File: src/rtl/dff_share_pkg.sv
// Shared types and the round-robin pick function used by the register-sharing arbiters.
// rr_pick works on a fixed maximum width so that arbiters of any size up to RR_MAX_REQ can share it.
package dff_share_pkg;

    typedef enum logic {
        EMPTY = 1'b0,
        FULL  = 1'b1
    } state_e;

    localparam int RR_MAX_REQ = 32;
    localparam int RR_IDX_W   = $clog2(RR_MAX_REQ);

    // One-hot pick of the first set req bit, searching ptr, ptr+1, ... modulo nreq (ptr < nreq).
    function automatic logic [RR_MAX_REQ-1:0] rr_pick(
        input logic [RR_MAX_REQ-1:0] req,
        input int unsigned           ptr,
        input int unsigned           nreq
    );
        logic [RR_MAX_REQ-1:0] pick;
        logic                  found;
        int unsigned           idx;
        logic [RR_IDX_W-1:0]   sel;
        pick  = '0;
        found = 1'b0;
        for (int unsigned k = 0; k < RR_MAX_REQ; k++) begin
            idx = ptr + k;
            if (idx >= nreq) begin
                idx = idx - nreq;
            end
            sel = RR_IDX_W'(idx);
            if ((k < nreq) && !found && req[sel]) begin
                pick[sel] = 1'b1;
                found     = 1'b1;
            end
        end
        return pick;
    endfunction

endpackage

File: src/rtl/Dff.sv
// Plain WIDTH-bit register with synchronous active-low clear; the team's storage primitive.
module Dff #(
    parameter int WIDTH = 1
) (
    input  logic             clk,
    input  logic             reset_n,
    input  logic [WIDTH-1:0] d,
    output logic [WIDTH-1:0] q
);

    always_ff @(posedge clk) begin
        if (!reset_n) begin
            q <= '0;
        end else begin
            q <= d;
        end
    end

endmodule

File: src/rtl/dff_share_arbiter_rr.sv
// Purely combinational round-robin arbiter: one-hot grant from a request vector and a start pointer.
module rr_arbiter
    import dff_share_pkg::*;
#(
    parameter int NREQ = 4,
    parameter int IDW  = $clog2(NREQ)
) (
    input  logic [NREQ-1:0] req,
    input  logic [IDW-1:0]  ptr,
    output logic [NREQ-1:0] gnt
);

    logic [RR_MAX_REQ-1:0] req_ext;
    logic [RR_MAX_REQ-1:0] pick;
    logic                  unused_pick_hi;

    always_comb begin
        req_ext             = '0;
        req_ext[NREQ-1:0]   = req;
        pick                = rr_pick(req_ext, 32'(ptr), unsigned'(NREQ));
        gnt                 = pick[NREQ-1:0];
    end

    // Bits above NREQ are never set because the search never leaves the first NREQ slots.
    assign unused_pick_hi = ^pick[RR_MAX_REQ-1:NREQ];

endmodule

File: src/rtl/dff_share_arbiter.sv
// One shared Dff register loaded by NREQ requesters in round-robin order and drained by a valid/ready reader.
// A full register can be read and reloaded on the same edge, so a streaming reader sees no bubbles.
module dff_share_arbiter
    import dff_share_pkg::*;
#(
    parameter int WIDTH = 8,
    parameter int NREQ  = 4,
    parameter int IDW   = $clog2(NREQ)
) (
    input  logic              clk,
    input  logic              reset_n,
    input  logic [NREQ-1:0]   req,
    input  logic [NREQ*WIDTH-1:0] wdata,
    output logic [NREQ-1:0]   gnt,
    output logic              rd_valid,
    input  logic              rd_ready,
    output logic [WIDTH-1:0]  rd_data,
    output logic [IDW-1:0]    rd_owner
);

    state_e                 state_q, state_d;
    logic [IDW-1:0]         ptr_q, ptr_d;
    logic [NREQ-1:0]        arb_gnt;
    logic                   accept;
    logic                   wr_fire;
    logic [IDW-1:0]         wr_idx;
    logic [WIDTH-1:0]       wr_word;
    logic [IDW+WIDTH-1:0]   store_d, store_q;

    rr_arbiter #(
        .NREQ (NREQ),
        .IDW  (IDW)
    ) u_arb (
        .req (req),
        .ptr (ptr_q),
        .gnt (arb_gnt)
    );

    // Grants are suppressed during reset and whenever the slot cannot take a word this cycle.
    always_comb begin
        accept  = (state_q == EMPTY) || rd_ready;
        gnt     = (reset_n && accept) ? arb_gnt : '0;
        wr_fire = |(req & gnt);
        wr_idx  = '0;
        wr_word = '0;
        for (int i = 0; i < NREQ; i++) begin
            if (gnt[i]) begin
                wr_idx  = IDW'(i);
                wr_word = wdata[i*WIDTH +: WIDTH];
            end
        end
    end

    always_comb begin
        store_d = wr_fire ? {wr_idx, wr_word} : store_q;
        state_d = state_q;
        ptr_d   = ptr_q;
        if (wr_fire) begin
            state_d = FULL;
            ptr_d   = (wr_idx == IDW'(NREQ-1)) ? '0 : wr_idx + 1'b1;
        end else if ((state_q == FULL) && rd_ready) begin
            state_d = EMPTY;
        end
    end

    always_ff @(posedge clk) begin
        if (!reset_n) begin
            state_q <= EMPTY;
            ptr_q   <= '0;
        end else begin
            state_q <= state_d;
            ptr_q   <= ptr_d;
        end
    end

    Dff #(
        .WIDTH (IDW + WIDTH)
    ) u_store (
        .clk     (clk),
        .reset_n (reset_n),
        .d       (store_d),
        .q       (store_q)
    );

    assign rd_valid = (state_q == FULL);
    assign rd_owner = store_q[IDW+WIDTH-1:WIDTH];
    assign rd_data  = store_q[WIDTH-1:0];

endmodule

File: config.mk
export PLATFORM = sky130hd
export DESIGN_NAME = dff_share_arbiter
export DESIGN_NICKNAME = d
export VERILOG_FILES = /design/src/rtl/dff_share_pkg.sv /design/src/rtl/Dff.sv /design/src/rtl/dff_share_arbiter_rr.sv /design/src/rtl/dff_share_arbiter.sv
export SDC_FILE = /design/constraint.sdc
export NUM_CORES = 1
export LEC_CHECK = 0
export CELL_PAD_IN_SITES_DETAIL_PLACEMENT = 0
export CELL_PAD_IN_SITES_GLOBAL_PLACEMENT = 1
export CORE_ASPECT_RATIO = 0.9
export CORE_MARGIN = 8
export CORE_UTILIZATION = 49
export CTS_BUF_LIST = sky130_fd_sc_hd__clkbuf_4 sky130_fd_sc_hd__clkbuf_8
export DETAILED_ROUTE_END_ITERATION = 10
export DONT_BUFFER_PORTS = 1
export PLACE_DENSITY_LB_ADDON = 0.1
export SLEW_MARGIN = 20
export SYNTH_ARGS = -nofsm -noshare
export SYNTH_HDL_FRONTEND = slang
export SYNTH_HIERARCHICAL = 1
export SYNTH_SLANG_ARGS = --single-unit
File: constraint.sdc
create_clock -name clk -period 6.48 [get_ports clk]
set_input_delay 1.62 -clock clk [delete_from_list [all_inputs] [get_ports clk]]
set_output_delay 1.62 -clock clk [all_outputs]
set_load 0.01 [all_outputs]
==> summary.md <==
- **Clock Sink Count** 13
- **mux share of post-synthesis cell area** 9.59%
- **Startpoint Class** flop
- **total negative slack** 0 ps
- **cell row count** 18
- **largest net degree at the start of global routing** 22
- **final worst slack** 1340 ps
- **DRT Wirelength** 3720 µm
- **Port Buffers** 0
- **core area** 0.00266 mm²
- **Worst-Skew Late Latency** 270 ps
- **drt initial violations** 134
- **Post-Place Setup Slack** 1580 ps
- **synth top area cells** sky130_fd_sc_hd__dfxtp_1 20%, sky130_fd_sc_hd__a21oi_1 9.5%, sky130_fd_sc_hd__ha_1 7.6%, sky130_fd_sc_hd__mux2i_1 7.6%, sky130_fd_sc_hd__and2_1 5.2%
- **all-layer global routing usage** 15.2%
- **Post-CTS Setup Repair Bufs** 0
- **CTS root buffer** sky130_fd_sc_hd__clkbuf_4
- **remaining design rule violation count** 0
- **global routing's busiest layer** met2
- **number of levels in the clock H-tree** 1
- **total of fill cells in the finished design** 282
- **placed instance area** 0.00132 mm²
- **number of buffers added to fix hold violations after cts** 0
- **number of library cell types mapped by synthesis** 33
- **CTS tree** done
- **Sequential cell area** 260 µm²
- **die area** 0.00461 mm²
- **mean area per synthesized cell** 7.28 µm²
- **# nets final** 225
- **grt met3 use** 6.23%
- **share of the synthesized area in the top cell type** 19.8%
- **starting density of the core** 49.6%
- **fraction of synthesized cell area in xor and xnor cells** 0%
- **worst ir drop on vdd** 0.217 mV
- **post-synthesis compound-gate area fraction** 33.4%
- **met1 routing resource usage after global routing** 20.9%
- **Relative slew margins** 35.0%
- **Worst Path Class, Setup** reg -> out
- **grt total ovfl** 0
- **largest area contributor in the synthesized netlist** sky130_fd_sc_hd__dfxtp_1
- **final count of hold timing violations** 0
- **buffer levels on the longest clock path** 2
- **clock period minus worst slack** 5140 ps
- **count of maximum capacitance violations** 0
- **count of antenna-violating nets left after detailed routing** 0
- **met2 usage** 21.2%
- **count of vias placed by the detailed router** 1,290
- **setup skew after layout** 3.10 ps
- **detail-routed net length per standard cell** 18.0 µm
- **endpoints failing setup** 0
- **status** finished, final reports clean
- **cell count after synthesis** 181
- **RSZ-0062 raised after global routing** false
- **antenna cells** 0
- **die height** 65.2 µm
- **count of TritonRoute iterations in the first routing pass** 4
- **post-synthesis net count** 228
- **share of final-layout standard cells stronger than drive strength 1** 6.78%
- **simple-gate portion of the synthesized area** 22.3%
- **Final Cell Area** 0.00135 mm²
- **placer's final routability congestion estimate** 0.899
- **area taken by multi-input logic gates** 961 µm²
- **Most used DFF post-synth** sky130_fd_sc_hd__dfxtp_1
- **sequential element share of the synthesized area** 19.8%
- **transition time at the pin with the least slew margin** 973 ps
- **detail-routed via count per cell** 6.23
- **vias in the first global route** 1,143
- **width of the die** 70.7 µm
- **fin crit share** 79.3%
- **worst-path fanout max** 18
- **TritonCTS Buffers** 3
- **critical path arrival** 3520 ps
- **HPWL after DPL** 2920 µm
- **power per cell area** 403 mW/mm²
- **worst hold path type** reg -> reg
- **Layout Area Growth over Synthesis** 2.66%
- **clock transition at the register clock pins on the worst setup and hold paths after CTS** 80 ps
- **initial antenna violation count** 1
- **f_max** 195 MHz
- **count of boundary I/O pins** 54
- **flop and latch count out of synthesis** 13
- **global-route wire length before repair** 5760 µm
- **number of gates given a new drive strength after cts** 0
- **Mapped Area** 0.00132 mm²
- **combinational family with the most area after synthesis** compound AO/OA/AOI/OAI gates
- **leakage power summed over all cells** 0.548 nW
- **yosys warns** 6
- **Synth async-reset ratio** 0%
- **final count of pins violating max slew** 0
- **number of enable flip-flop cells after synthesis** 0
- **Required @ worst endpoint** 4860 ps
- **post-synthesis share of cell area spent on full adders, half adders and majority gates** 7.60%
- **crit path capture type** output pin
## synth_stat cells, types with 2 or more instances
| master | count |
|---|---|
| sky130_fd_sc_hd__nand2_1 | 15 |
| sky130_fd_sc_hd__and3_1 | 5 |
| sky130_fd_sc_hd__a21oi_1 | 25 |
| sky130_fd_sc_hd__inv_1 | 11 |
| sky130_fd_sc_hd__a211oi_1 | 4 |
| sky130_fd_sc_hd__a211oi_2 | 2 |
| sky130_fd_sc_hd__mux2i_1 | 10 |
| sky130_fd_sc_hd__o22ai_1 | 8 |
| sky130_fd_sc_hd__nor2b_1 | 3 |
| sky130_fd_sc_hd__ha_1 | 8 |
| sky130_fd_sc_hd__a22oi_1 | 7 |
| sky130_fd_sc_hd__clkbuf_1 | 7 |
| sky130_fd_sc_hd__buf_2 | 2 |
| sky130_fd_sc_hd__nor2_1 | 15 |
| sky130_fd_sc_hd__nand2b_1 | 8 |
| sky130_fd_sc_hd__and2_1 | 11 |
| sky130_fd_sc_hd__o2bb2ai_1 | 4 |
| sky130_fd_sc_hd__dfxtp_1 | 13 |
| sky130_fd_sc_hd__o21ai_0 | 9 |
## per-stage QoR
stage / power (mW) / hold WS (ps) / util [%] / instances
2_1_floorplan: 0.421 / 512 / - / 181
3_3_place_gp: 0.485 / 641 / 49.8 / 203
3_5_place_dp: 0.491 / 649 / 49.8 / 203
4_1_cts: 0.545 / 667 / 50.9 / 207
5_1_grt: 0.597 / 696 / 50.9 / 207
6_report: 0.545 / 659 / 50.9 / 207
## cells by family after synthesis
logic type | count (synthesis)
AOI/OAI and AO/OA | 67
DFF | 13
adders and majority gates | 8
muxes | 12
buffers and inverters | 22
and+or+nand+nor | 59
## registers in the layout, indices dropped and copies added, names as in the netlist
name and count:
ptr_q 2, rd_valid 1, u_store/q 10
## power breakdown
group | total [mW] | internal, mW | switching [mW]
sequential | 0.141 | 0.103 | 0.0374
clock | 0.0540 | 0.0280 | 0.0260
combinational | 0.350 | 0.144 | 0.207
total | 0.545 | 0.275 | 0.270
## path summary, 6_finish.rpt
kind | start | slack (ps) | endpoint | cells after the start
setup / recovery | ptr_q[0] | 1340 | gnt[0] | 7
hold / removal | u_store/q[8] | 660 | u_store/q[8] | 2
setup reg to reg | ptr_q[0] | 1680 | u_store/q[7] | 11
hold reg to reg | u_store/q[8] | 660 | u_store/q[8] | 2
## critical path: stages (launching register included)
cell                        delay [ps]
sky130_fd_sc_hd__dfxtp_1           720
sky130_fd_sc_hd__inv_1             260
sky130_fd_sc_hd__ha_1              490
sky130_fd_sc_hd__mux2i_1           450
sky130_fd_sc_hd__mux2_4            270
sky130_fd_sc_hd__a211oi_1           80
sky130_fd_sc_hd__o2bb2ai_1         640
sky130_fd_sc_hd__and3_1            330
## metal layers
metal | up-vias | wire length [µm]
met5 | - | 18
met4 | 2 | 27
met3 | 7 | 422
met2 | 62 | 1550
met1 | 574 | 1700
li1 | 645 | -
## placed cells by master (no fill, tap or decap), types with 7 or more instances in the layout
cell / netlist / routed
sky130_fd_sc_hd__dfxtp_1: 13 / 13
sky130_fd_sc_hd__ha_1: 8 / 8
sky130_fd_sc_hd__a21oi_1: 25 / 25
sky130_fd_sc_hd__o22ai_1: 8 / 8
sky130_fd_sc_hd__mux2i_1: 10 / 10
sky130_fd_sc_hd__nand2b_1: 8 / 8
sky130_fd_sc_hd__nor2_1: 15 / 15
sky130_fd_sc_hd__o21ai_0: 9 / 9
sky130_fd_sc_hd__and2_1: 11 / 11
sky130_fd_sc_hd__inv_1: 11 / 11
sky130_fd_sc_hd__nand2_1: 15 / 15
sky130_fd_sc_hd__a22oi_1: 7 / 7
## area by class of cell
| class | instances | share of cell area [%] |
|---|---|---|
| tap | 30 | 2.78 |
| clock buffer | 4 | 2.22 |
| timing repair buffer | 3 | 1.67 |
| sequential | 13 | 19.2 |
| multi-input combinational | 146 | 71.0 |
| inverter | 11 | 3.05 |
Power figures use the tool's default switching activity.
